[src/rtl/axis_down_pkg.sv]
// Shared types and constants for the down-count stream checker.
package axis_down_pkg;

    typedef enum logic {
        IDLE = 1'b0,
        RECV = 1'b1
    } state_t;

    localparam logic [7:0] LFSR_SEED = 8'hA5;
    // Fibonacci taps 8,6,5,4 (1-based), as a mask over lfsr[7:0]
    localparam logic [7:0] LFSR_TAPS = 8'hB8;

    function automatic logic [31:0] sat_inc(input logic [31:0] value,
                                            input logic [31:0] max_value);
        return (value == max_value) ? value : value + 32'd1;
    endfunction

endpackage

[src/rtl/axis_ready_lfsr.sv]
// Pseudo-random ready pattern (~75 % duty) from an 8-bit Fibonacci LFSR.
// Advances one step per cycle while advance is high; ready is a decode of flop outputs.
module axis_ready_lfsr
    import axis_down_pkg::*;
(
    input  logic counter_clk,
    input  logic reset,
    input  logic advance,
    output logic ready
);

    logic [7:0] lfsr;

    always_ff @(posedge counter_clk or posedge reset) begin
        if (reset) begin
            lfsr <= LFSR_SEED;
        end else if (advance) begin
            lfsr <= {lfsr[6:0], ^(lfsr & LFSR_TAPS)};
        end
    end

    assign ready = lfsr[0] | lfsr[1];

endmodule

[config.mk]
export PLATFORM = sky130hd
export DESIGN_NAME = axis_ready_lfsr
export DESIGN_NICKNAME = d
export VERILOG_FILES = /design/src/rtl/axis_down_pkg.sv /design/src/rtl/axis_ready_lfsr.sv
export SDC_FILE = /design/constraint.sdc
export NUM_CORES = 1
export LEC_CHECK = 0
export CAP_MARGIN = 5
export CORE_AREA = 10 10 47 49
export DETAILED_ROUTE_END_ITERATION = 10
export DIE_AREA = 0 0 57 59
export GPL_ROUTABILITY_DRIVEN = 0
export GPL_TIMING_DRIVEN = 0
export SYNTH_ARGS = -nofsm -noshare
export SYNTH_HDL_FRONTEND = slang
export SYNTH_SLANG_ARGS = --single-unit
[constraint.sdc]
create_clock -name counter_clk -period 0.95 [get_ports counter_clk]
set_input_delay 0.19 -clock counter_clk [delete_from_list [all_inputs] [get_ports counter_clk]]
set_output_delay 0.19 -clock counter_clk [all_outputs]
set_load 0.02 [all_outputs]
# Word level (Yosys, flattened, before mapping)
# Cells that the tools add are included.
totals:
  out_inout_bits: 1
  ram_bits: 0
  romBits: 0
  regBits: 8
  memories: 0
  input_bits: 3
  latch_bits: 0
op_classes:
  shift: 0
  n_reduce_logical: 1
  muxes: 0
  n_bitwise: 1
  mul: 0
  eq_ne: 0
  magnitude_cmp: 0
  n_div: 0
  addsub: 0
op_table:
  columns: ["op", "count"]
  rows:
  - ["$reduce_xor 8->1", 1]
  - ["$or 1x1->1", 1]

# Longest topological paths before layout
# Gate-level depths: netlist of the first run.
depth:
  ltp_word: 1
  mapped_depth: 3
  depth_no_buf: 3

# Worst setup path after synthesis of the first run
# No wires, ideal clock.
synth_timing:
  path_type: "reg2reg"
  startpoint: "register lfsr[5]"
  endpoint: "register lfsr[0]"
  path_stages_with_launch: 4
  path_slack_ns: 0.020
  period_less_slack_ns: 0.930
  t_arrival_ns: 0.857
  path_cell_list: "dfstp_2 -> xnor2_1 -> xnor2_1 -> a21oi_1"
synth_via:
  elab_chain_cells: 1
synth_lines:
  columns: ["item", "line", "rtl"]
  rows:
  - ["start, declared", "axis_ready_lfsr.sv:12", "logic [7:0] lfsr;"]
  - ["start signal, assigned", "axis_ready_lfsr.sv:18", "lfsr <= {lfsr[6:0], ^(lfsr & LFSR_TAPS)};"]
  - ["$reduce_xor 8->1", "axis_ready_lfsr.sv:18", null]
# No other way between the ends.
# A chain may end at the register's enable or synchronous reset.

# Final worst setup path of the first run
layout_timing:
  startpoint: "register lfsr[0]"
  endpoint: "output port ready"
layout_via:
  elab_chain_cells: 1
layout_lines:
  columns: ["item", "line", "rtl"]
  rows:
  - ["$or 1x1->1", "axis_ready_lfsr.sv:22", "assign ready = lfsr[0] | lfsr[1];"]
  - ["end, declared", "axis_ready_lfsr.sv:9", "output logic ready"]
# No other way between the ends.

==> results of run 1 <==
through the flow:
step	setup WS [ns]	area, sq um	hold slack, ns	utilization [%]
after detailed placement	-0.450	374	0.445	26.7
after global placement	-0.442	374	0.439	26.7
after global routing	-0.268	427	0.192	30.4
after CTS	-0.240	427	0.164	30.4
after floorplan	0.0205	334	0.00280	-
final	-0.222	427	0.167	30.4
cell type report:
cell class | instances | area, sq um
fillers | 153 | 975
flip-flops and latches | 8 | 205
multi-input cells | 13 | 130
repair buffers | 4 | 36.3
clock buffers | 4 | 26.3
well taps | 16 | 20.0
plain buffers | 1 | 5.00
inverters | 1 | 3.75
worst max-delay path: stages (launching register included):
cell,delay [ns]
dfstp_2,0.52
or2_4,0.11
buf_6,0.10
what timing repair did:
item                                    in CTS  in global routing
pin swaps                                    3                  0
gates resized for setup                      8                  0
buffers inserted                             2                  0
gates cloned                                 0                  0
endpoints found under the setup margin       2                  2
report_power, final:
group / switching (W) / internal, W / leakage, nW / total [W]
combinational: 0.000179 / 0.000373 / 0.0728 / 0.000552
sequential: 0.000130 / 0.000580 / 0.0873 / 0.000710
clock: 0.000109 / 0.000160 / 0.0150 / 0.000269
routing by layer:
metal	global-route usage [%]	share of wire (%)
met4	4.03	0
met2	5.74	51
met3	2.58	5.4
met1	3.37	43
met5	0	0
worst max-delay path by stage:
stage | start | endpoint | slack, ns | depth (start not counted)
5_1_grt | lfsr[0]$_DFFE_PP1P_ | ready | -0.27 | 2
6_report | lfsr[0]$_DFFE_PP1P_ | ready | -0.22 | 2
3_3_place_gp | lfsr[0]$_DFFE_PP1P_ | ready | -0.44 | 2
3_5_place_dp | lfsr[0]$_DFFE_PP1P_ | ready | -0.45 | 2
4_1_cts | lfsr[0]$_DFFE_PP1P_ | ready | -0.24 | 2
2_1_floorplan | lfsr[5]$_DFFE_PP1P_ | lfsr[0]$_DFFE_PP1P_ | 0.02 | 3
synthesized netlist by cell type, drive strengths merged:
master  number  area (sq um)
a21oi        1          5.00
xnor2        3          26.3
buf          1          5.00
mux2         7          78.8
dfrtp        4           100
dfstp        4           105
inv          1          3.75
or2          1          6.26
nor2         1          3.75
kinds of logic (layout without fill, tap and decap cells):
logic type             after synthesis  after routing  share of synthesized area [%]
multiplexers                         7              7                           23.6
XOR/XNOR                             3              3                           7.87
flip-flops                           8              8                           61.4
buffers and inverters                2             10                           2.62
AO/OA/AOI/OAI                        1              1                           1.50
AND/OR/NAND/NOR                      2              2                           3.00
==> flow_summary.toml, run 1 <==
[run_status]
status = "finished, violations left"
violations = "setup timing"

[floorplan]
die_area_sq_mm = 0.00336
coreArea_sq_mm = 0.00140
fp.dieH_microns = 59
die_w_microns = 57
placementRows = 14
start_util_pct = 23.8
pin_count = 4

[timing]
post-route-period-util_pct = 123
worst_slew_pin_slew_ns = 0.281
max_slew_margin_pct = 81.3
fmax_mhz = 853
grt_setup_unrepaired = "yes"
fin_crit_ns = 1.17
drv_slew = 0
setup_slack_ns = -0.222
skew_ns = 0.00722
hold_viol_final = 0
tns_ns = -0.239
setup_viol = 2

[place]
portBuffers = 2
dpl.cell_count = 41

[clock_network]
cts_hold_buffers = 0
clk_path_buf_depth = 2
root_buffer = "clkbuf_4"
clkLatencyLatePin_ns = 0.25
htreeDepth = 1
cts_buffers = 3
clk_pin_slew_worst_paths_ns = 0.06
clock-sinks = 8
cts_tree = "done"

[critical_path]
cp-end-kind = "primary output"
crit_required_ns = 0.76
critPathLaunchType = "register"
worstPathMaxFanout = 2
r2r_slack_ns = -0.02
r2r-start = "lfsr[5]$_DFFE_PP1P_"
critPathArrivalTime_ns = 0.98
rr_endpoint = "lfsr[0]$_DFFE_PP1P_"
crit_type = "register to primary output"
rr_worst_depth = 3

[power_and_ir_drop]
power_w = 0.00153
peakVddDrop_mv = 1.10
power_density_mw_per_mm2 = 3590
p_leak_nw = 0.175

[grt]
grt-ovfl-total = 0
grt_start_max_net_pins = 10
grt_pass1_wl_microns = 938
grt_pass1_vias = 224
antenna_found_initial = 0
grt.total_usage_pct = 3.87

[synth]
synthesis.nets = 26
yosysWarnings = 0
ys_ff_latch = 8
seq_area_frac_synth_pct = 61.4
avgSynthCellArea_sq_um = 14.5
netlist_area_sq_um = 334
synthCells = 23
synthDistinctLibCells = 9

[cells_and_area]
fin_cells = 47
layout_common_cells = "mux2_2 (7), dfstp_2 (4), dfrtp_1 (4), clkbuf_4 (3)"
reg_top3 = "lfsr x8"
nets = 35
largest_reg_flops = 8
layout_commonest_cell = "mux2_2"
area_growth_syn_to_layout_pct = 27.7
regMostFlops = "lfsr"
antenna-diode-count = 0
drive_gt1_share_pct = 64.5

[route]
ant_nets = 0
via_per_inst = 4.06
dr.pass1.iters = 2
drt_iter0_drc = 1
drc = 0
routed_wl_microns = 518
vias = 191
wl_per_cell_microns = 11.0

[job]
max_cap_viol_count = 0

[min_path]
hp-class = "input pin to asynchronous set/reset pin"
Power figures use the tool's default switching activity.
==> run 2: changes to the inputs <==
Settings changed: CTS_CLUSTER_DIAMETER set to 120.
==> results of run 2 <==
Same layout as run 1: the final DEF is identical, and so are final timing and power.
